===== src/rtl/alu_pkg.sv =====
// Shared types and constants for the integer execute stage.
package alu_pkg;

  localparam int XLEN = 32;
  localparam int REGW = 5;

  localparam logic [2:0] F3_ADD  = 3'b000;
  localparam logic [2:0] F3_SLL  = 3'b001;
  localparam logic [2:0] F3_SLT  = 3'b010;
  localparam logic [2:0] F3_SLTU = 3'b011;
  localparam logic [2:0] F3_XOR  = 3'b100;
  localparam logic [2:0] F3_SR   = 3'b101;
  localparam logic [2:0] F3_OR   = 3'b110;
  localparam logic [2:0] F3_AND  = 3'b111;

  typedef enum logic [1:0] {
    EMPTY = 2'd0,
    FULL  = 2'd1,
    SKID  = 2'd2
  } ex_state_t;

  typedef struct packed {
    logic [XLEN-1:0] result;
    logic [REGW-1:0] rd;
  } ex_entry_t;

endpackage


===== src/rtl/alu_ex_stage_slt.sv =====
// Set-less-than comparator, signed or unsigned, fixed at 32 bits.
module slt (
  input  logic [31:0] opa,
  input  logic [31:0] opb,
  input  logic        unsigned_flag,
  output logic        lt
);

  // Select signed or unsigned ordering of the two operands
  always_comb begin
    lt = 1'b0;
    if (unsigned_flag) begin
      lt = (opa < opb);
    end else begin
      lt = ($signed(opa) < $signed(opb));
    end
  end

endmodule


===== src/rtl/alu_ex_stage.sv =====
// Registered RV32I ALU execute stage with a 2-entry skid buffer between
// issue and writeback handshakes.
module alu_ex_stage #(
  parameter int XLEN = 32,
  parameter int REGW = 5
) (
  input  logic            clk,
  input  logic            rst_n,
  input  logic            in_valid,
  output logic            in_ready,
  input  logic [2:0]      in_funct3,
  input  logic            in_funct7_b5,
  input  logic            in_is_imm,
  input  logic [XLEN-1:0] in_opa,
  input  logic [XLEN-1:0] in_opb,
  input  logic [REGW-1:0] in_rd,
  output logic            out_valid,
  input  logic            out_ready,
  output logic [XLEN-1:0] out_result,
  output logic [REGW-1:0] out_rd
);
  import alu_pkg::*;

  ex_state_t       state_r;
  ex_entry_t       m_r;
  ex_entry_t       s_r;
  logic            in_ready_r;
  logic            out_valid_r;

  logic            lt_s;
  logic [4:0]      shamt_s;
  logic [XLEN-1:0] result_s;
  ex_entry_t       new_entry_s;
  logic            in_xfer_s;
  logic            out_xfer_s;

  slt u_slt (
    .opa           (in_opa),
    .opb           (in_opb),
    .unsigned_flag (in_funct3[0]),
    .lt            (lt_s)
  );

  assign shamt_s = in_opb[4:0];

  // Combinational ALU on the presented operation
  always_comb begin
    result_s = {XLEN{1'b0}};
    case (in_funct3)
      F3_ADD: begin
        // Immediate form has no subtract; bit 30 is part of the immediate there
        if (in_funct7_b5 && !in_is_imm) begin
          result_s = in_opa - in_opb;
        end else begin
          result_s = in_opa + in_opb;
        end
      end
      F3_SLL:  result_s = in_opa << shamt_s;
      F3_SLT:  result_s = {{(XLEN-1){1'b0}}, lt_s};
      F3_SLTU: result_s = {{(XLEN-1){1'b0}}, lt_s};
      F3_XOR:  result_s = in_opa ^ in_opb;
      F3_SR: begin
        if (in_funct7_b5) begin
          result_s = $unsigned($signed(in_opa) >>> shamt_s);
        end else begin
          result_s = in_opa >> shamt_s;
        end
      end
      F3_OR:   result_s = in_opa | in_opb;
      F3_AND:  result_s = in_opa & in_opb;
      default: result_s = {XLEN{1'b0}};
    endcase
  end

  assign new_entry_s.result = result_s;
  assign new_entry_s.rd     = in_rd;
  assign in_xfer_s          = in_valid & in_ready_r;
  assign out_xfer_s         = out_valid_r & out_ready;

  // Handshake state machine: main/skid entries and registered flags
  always_ff @(posedge clk or negedge rst_n) begin
    if (!rst_n) begin
      state_r     <= EMPTY;
      m_r         <= '0;
      s_r         <= '0;
      in_ready_r  <= 1'b1;
      out_valid_r <= 1'b0;
    end else begin
      case (state_r)
        EMPTY: begin
          if (in_xfer_s) begin
            m_r         <= new_entry_s;
            state_r     <= FULL;
            out_valid_r <= 1'b1;
          end else begin
            out_valid_r <= 1'b0;
          end
          in_ready_r <= 1'b1;
        end
        FULL: begin
          if (in_xfer_s && out_xfer_s) begin
            m_r <= new_entry_s;
          end else if (out_xfer_s) begin
            state_r     <= EMPTY;
            out_valid_r <= 1'b0;
          end else if (in_xfer_s) begin
            s_r        <= new_entry_s;
            state_r    <= SKID;
            in_ready_r <= 1'b0;
          end else begin
            state_r <= FULL;
          end
        end
        SKID: begin
          if (out_xfer_s) begin
            m_r        <= s_r;
            state_r    <= FULL;
            in_ready_r <= 1'b1;
          end else begin
            state_r <= SKID;
          end
        end
        default: begin
          state_r     <= EMPTY;
          in_ready_r  <= 1'b1;
          out_valid_r <= 1'b0;
        end
      endcase
    end
  end

  assign in_ready   = in_ready_r;
  assign out_valid  = out_valid_r;
  assign out_result = m_r.result;
  assign out_rd     = m_r.rd;

endmodule


===== config.mk =====
export PLATFORM = sky130hd
export DESIGN_NAME = alu_ex_stage
export DESIGN_NICKNAME = d
export VERILOG_FILES = /design/src/rtl/alu_pkg.sv /design/src/rtl/alu_ex_stage_slt.sv /design/src/rtl/alu_ex_stage.sv
export SDC_FILE = /design/constraint.sdc
export NUM_CORES = 1
export LEC_CHECK = 0
export ABC_AREA = 1
export BUFFER_PORTS_ARGS = -buffer_cell sky130_fd_sc_hd__buf_2
export CORE_ASPECT_RATIO = 1.75
export CORE_MARGIN = 8
export CORE_UTILIZATION = 30
export CTS_BUF_LIST = sky130_fd_sc_hd__clkbuf_8 sky130_fd_sc_hd__clkbuf_16
export DETAILED_ROUTE_END_ITERATION = 7
export PLACE_DENSITY_LB_ADDON = 0.3
export SLEW_MARGIN = 15
export SYNTH_ARGS = -nofsm -noshare
export SYNTH_HDL_FRONTEND = slang
export SYNTH_HIERARCHICAL = 1
export SYNTH_SLANG_ARGS = --single-unit

===== constraint.sdc =====
create_clock -name clk -period 3.65 [get_ports clk]
set_input_delay 0.365 -clock clk [delete_from_list [all_inputs] [get_ports clk]]
set_output_delay 0.365 -clock clk [all_outputs]
set_load 0.01 [all_outputs]

==> results of run 1 <==
## through the flow
step,area [µm²],power (mW),worst slack [ps]
6_report,14540,5.329,343.2
3_5_place_dp,14220,4.492,-73.20
3_3_place_gp,14220,4.450,-41.61
4_1_cts,14510,5.368,267.2
5_1_grt,14540,5.824,40.38
2_1_floorplan,12770,3.327,243.7
## worst register-to-register path, delay by kind of cell (launching register included)
family / cells / cell delay (ps)
flops: 1 / 400
buf+inv: 4 / 990
compound gates: 3 / 490
simple gates: 3 / 210
## per-layer routing
metal | vias to the layer above | GRT usage [%]
li1 | 7581 | -
met1 | 7077 | 26.54
met2 | 666 | 41.95
met3 | 183 | 3.056
met4 | 0 | 24.42
met5 | - | 0
## layout make-up
class | instances | area (µm²)
clock buffers | 12 | 266.5
clock inverters | 4 | 21.27
fillers | 4950 | 27750
inverters | 264 | 996.0
multi-input cells | 1809 | 9400
flip-flops and latches | 78 | 1953
well taps | 561 | 701.9
repair buffers | 198 | 1199
## cell families after synthesis
| group | Yosys count | share of synthesized area [%] |
|---|---|---|
| simple gates | 1381 | 46.38 |
| buf+inv | 360 | 11.57 |
| compound gates | 262 | 11.53 |
| fa+ha+maj | 129 | 12.69 |
| flops | 78 | 15.29 |
| xor+xnor | 37 | 2.537 |
## flip-flops by register name, summed over array words and instances (netlist names)
register,flops
out_result,32
state_r,2
out_rd,5
s_r,37
in_ready,1
out_valid,1
## worst max-delay path by stage
stage / to / depth (start not counted)
after global placement: out_result[22]$_DFFE_PN0P_ / 24
after CTS: out_result[22]$_DFFE_PN0P_ / 24
after detailed placement: out_result[22]$_DFFE_PN0P_ / 24
final: out_result[22]$_DFFE_PN0P_ / 22
after global routing: s_r[36]$_DFFE_PN0P_ / 27
after floorplan: out_result[27]$_DFFE_PN0P_ / 24
## cell usage in the layout, fill, tap and decap left out, types with 4 or more instances in the layout
cell type / count
nand3_2: 4
a31oi_1: 10
inv_2: 11
or2_2: 8
nor2_2: 7
inv_1: 249
nand3_1: 353
o211ai_1: 10
nor3_4: 4
nor2_1: 148
nand4_1: 41
o21ai_1: 32
buf_2: 115
xor2_1: 35
nand2_1: 786
a221oi_1: 14
buf_4: 83
dfrtp_1: 77
nor3_1: 8
o2111ai_1: 7
clkbuf_16: 9
ha_1: 128
nand3b_1: 7
a21oi_1: 98
o21bai_1: 6
o21ai_0: 74
## what timing repair did
action,4_1_cts,5_1_grt
resized for setup,0,4
buffers inserted,0,1
endpoints found under the setup margin,0,9
## power by group
| part | internal, mW | switching (mW) | leakage [nW] |
|---|---|---|---|
| clock network | 0.511 | 0.333 | 0.146 |
| registers | 1.23 | 0.165 | 0.991 |
| logic | 0.999 | 2.09 | 6.94 |
==> impl_metrics.tcl, run 1 <==
set metrics [dict create \
    outcome "finished, final reports clean" \
    rsz0062_at_grt "no" \
    tightestPinTransition_ps 987.7 \
    end_kind "flip-flop" \
    maxCapViolCount 0 \
    crit_start "in_opb[7]" \
    stdcell_count 2926 \
    yosysMostFrequentCell "nand2_1" \
    period_needed_ps 3307 \
    syn_nets 2454 \
    gp_congestion 1.037 \
    critPathMaxFanout 5 \
    syn_to_final_growth_pct 13.81 \
    slowest_stage "ha_1" \
    grt_pass1_wl_um 92640 \
    setup_viol 0 \
    routed_wl_um 62460 \
    synthFlopType "dfrtp_1" \
    io-pin-count 117 \
    hpwlAfterDp_um 50890 \
    path_class "input port to flip-flop" \
    drc 0 \
    antenna_found_initial 0 \
    cts_buffer_depth 2 \
    grt_usage_pct 25.06 \
    finalSetupTns_ps 0 \
    rr_startpoint "state_r[1]$_DFFE_PN0P_" \
    p_leak_nw 8.074 \
    cts_sinks 78 \
    hp-class "input port to async pin" \
    ant_nets 0 \
    async_flop_share_pct 100.0 \
    wire_per_inst_um 21.35 \
    htree_levels 3 \
    cts_root_buffer "clkbuf_16" \
    grt_max_degree 79 \
    clk_pin_slew_ps 60 \
    finalClockSkew_ps 2.939 \
    crit_path_frequent_cell "nand2_1" \
    power.density_mw_per_mm2 366.5 \
    top_layer "met4" \
    via_per_inst 5.300 \
    n_antenna_cell 0 \
    final_util_pct 34.38 \
    met3WireLength_um 3640 \
    r2r_cells 10 \
    die_w_um 172.0 \
    met1_length_um 22380 \
    dr_wl_met2_um 29270 \
    start_util_pct 30.20 \
    numPortBuffers 116 \
    crit_family "simple AND/OR/NAND/NOR gates" \
    fin_nets 2567 \
    critPathLaunchType "input port" \
    cts_buffers 9 \
    synth.area.top_cells "nand2_1 (23%), dfrtp_1 (15%), nand3_1 (14%)" \
    grt.overflow.total 0 \
    drive_gt1_share_pct 11.12 \
    yosys_register_bits 78 \
    ys_warn_count 6 \
    slowest_delay_ps 360 \
    hold_ws_ps 175.0 \
    cp_data_arrival_time_ps 3530 \
    synth_top_area_cell "nand2_1" \
    slew_headroom_pct 34.15 \
    clk_latency_ps 330 \
    die_h_um 289.0 \
    fp-row-count 100 \
    synth_enable_flop_cells 0 \
    syn_area_mm2 0.01277 \
    rrSetupSlack_ps 1440 \
    path_cells "buf_2, inv_1, nand3_1, nor2_1, nand2_1, o21ai_0, buf_4, xor2_1, inv_1, ha_1, buf_4, nand2_1, nor2_1, nand2_1, nor2_1, nand2_1, nand4_1, nand2_1, nand2_1, nand4_1, nand2_1, nand2_1" \
    worst-path-buf-inv 5 \
    synth_commonest_cells "nand2_1 (786), nand3_1 (354), inv_1 (248), nor2_1 (152), ha_1 (128)" \
    drt_first_pass_iters 6 \
    via_count 15510 \
    syn_avg_cell_area_um2 5.685 \
    core_mm2 0.04229 \
    cts_tree "yes" \
    holdBufCountCts 0 \
    finalHoldViolations 0 \
    yosysSeqAreaShare_pct 15.29 \
    report.final.slew_viol_count 0 \
    dp.cells 2909 \
    r2r_end "out_result[3]$_DFFE_PN0P_" \
    vdd_drop_max_v 0.0003901 \
    synth_top_area_share_pct 23.10 \
    drt_iter0_drc 1183 \
    cp_data_required_time_ps 3870 \
    fin_crit_sh_pct 90.60 \
    grt_pass1_vias 15110 \
    ys_types 46 \
    syn-instance-count 2247 \
    die_area_mm2 0.04970 \
    max_freq_mhz 302.4 \
]
(Power assumes the default switching activity.)
==> run 2: changes to the inputs <==
- PLACE_DENSITY_LB_ADDON: 0.3 -> 0.2
==> run 2 against run 1 <==
Compared with the run above:
- wire length grew 3.5%
- clock-buffer cell count shrank 1
- total power grew 2.6%
- largest power group unchanged
==> impl_metrics.tcl, run 2 (synthesis results as in run 1) <==
set metrics [dict create \
    outcome "finished, final reports clean" \
    io-pin-count 117 \
    cts_buffers 9 \
    grt_pass1_wl_um 94760 \
    start_util_pct 30.20 \
    multiInputGateArea_mm2 0.009402 \
    regMostFlops "s_r" \
    power.density_mw_per_mm2 374.8 \
    fillers 4973 \
    cts_resized 0 \
    cp_data_arrival_time_ps 3540 \
    finalPower_mw 5.470 \
    fin_crit_sh_pct 91.84 \
    die_area_mm2 0.04970 \
    place_ws_ps -184.5 \
    cts_root_buffer "clkbuf_16" \
    antenna_found_initial 0 \
    slew_headroom_pct 22.80 \
    drc 0 \
    critPathLaunchType "input port" \
    via_count 15310 \
    finalHoldViolations 0 \
    stdcell_area_mm2 0.01459 \
    layout_setup_ws_ps 297.8 \
    cts_tree "yes" \
    cts_buffer_depth 2 \
    critPathMaxFanout 5 \
    ant_nets 0 \
    fp-row-count 100 \
    placed_area_mm2 0.01425 \
    holdBufCountCts 0 \
    seqCellArea_mm2 0.001953 \
    via_per_inst 5.227 \
    stdcell_count 2928 \
    routed_wl_um 64670 \
    final_common_cell "nand2_1" \
    setup_viol 0 \
    syn_to_final_growth_pct 14.23 \
    wire_per_inst_um 22.09 \
    grt.overflow.total 0 \
    hpwlAfterDp_um 53240 \
    clk_latency_ps 340 \
    hp-class "input port to async pin" \
    tightestPinTransition_ps 1158 \
    cts_sinks 78 \
    period_needed_ps 3352 \
    die_w_um 172.0 \
    report.final.slew_viol_count 0 \
    end_kind "flip-flop" \
    core_mm2 0.04229 \
    rsz0062_at_grt "no" \
    vdd_drop_max_v 0.0003408 \
    drt_first_pass_iters 7 \
    drt_iter0_drc 1101 \
    grt_max_degree 79 \
    gp_congestion 0.9992 \
    grt_usage_pct 25.86 \
    die_h_um 289.0 \
    layout_common_cells "nand2_1 (786), nand3_1 (352), inv_1 (248)" \
    post_cts_buffers 0 \
    clk_pin_slew_ps 50 \
    cp_data_required_time_ps 3840 \
    numPortBuffers 116 \
    grt_pass1_vias 15030 \
    finalClockSkew_ps 8.435 \
    largest_reg_flops 37 \
    dp.cells 2912 \
    max_freq_mhz 298.3 \
    path_class "input port to flip-flop" \
    maxCapViolCount 0 \
    fin_nets 2569 \
    htree_levels 3 \
    p_leak_nw 8.101 \
    drive_gt1_share_pct 11.28 \
]
==> run 2: cell types whose count changed in the layout (fill, tap and decap cells not counted), sizes merged <==
| cell | change |
|---|---|
| buf | +2 |
| bufinv | +2 |
| clkbuf | -1 |
| clkinvlp | -1 |
| diode | +1 |
| inv | -1 |
==> run 2: area by class of cell <==
cell class	instances	area share [%]
Clock buffer	11	1.732
Inverter	264	6.826
Antenna cell	1	0.01715
Multi-Input combinational cell	1809	64.43
Tap cell	561	4.810
Clock inverter	4	0.4802
Timing Repair Buffer	200	8.318
Sequential cell	78	13.39
==> run 2: worst paths after layout <==
kind	to	from	cells after the start	slack, ps
worst max-delay path	s_r[30]$_DFFE_PN0P_	in_opb[1]	24	300
worst min-delay path	out_result[7]$_DFFE_PN0P_	rst_n	1	170
worst max register to register	out_result[12]$_DFFE_PN0P_	out_valid$_DFFE_PN0P_	7	1590
worst min register to register	out_result[18]$_DFFE_PN0P_	out_result[18]$_DFFE_PN0P_	2	470
max in group asynchronous	s_r[26]$_DFFE_PN0P_	rst_n	1	2790
min in group clk	s_r[4]$_DFFE_PN0P_	in_rd[4]	3	250
==> run 2: stage by stage <==
step	hold slack, ps	setup TNS (ps)	util [%]
3_5_place_dp	459.5	-709.7	33.69
3_3_place_gp	453.2	-599.0	33.69
2_1_floorplan	69.41	0	-
4_1_cts	223.5	0	34.45
5_1_grt	245.4	0	34.50
6_report	169.2	0	34.50
==> run 2: report_power, final <==
group          internal (mW)  switching [mW]  total [mW]  leakage, nW
clock                  0.630           0.339       0.968        0.161
sequential              1.23           0.158        1.39        0.991
combinational           1.00            2.11        3.11         6.95
==> run 2: critical path, stage by stage <==
cell and delay, ps:
buf_2 140, inv_4 60, ha_1 220, nand3_2 140, inv_1 90, nand4_1 90, nor4_2 150, buf_4 170
nand3_1 120, o21ai_2 270, o21ai_0 130, nand2_1 70, nand2_1 60, ha_1 330, a21oi_1 230, o21ai_0 210
a21oi_1 230, nand3_1 110, nand2_1 60, nand2_1 50, nand2_1 70, nand2_1 60, nand2_1 60, o21ai_0 80
==> run 2: layer usage <==
metal	share of wire [%]	global-route usage (%)	routed length (µm)
met5	0	0	0
met4	10	23.10	6689
met3	3.8	2.333	2465
met2	49	44.75	31500
met1	37	27.49	24010
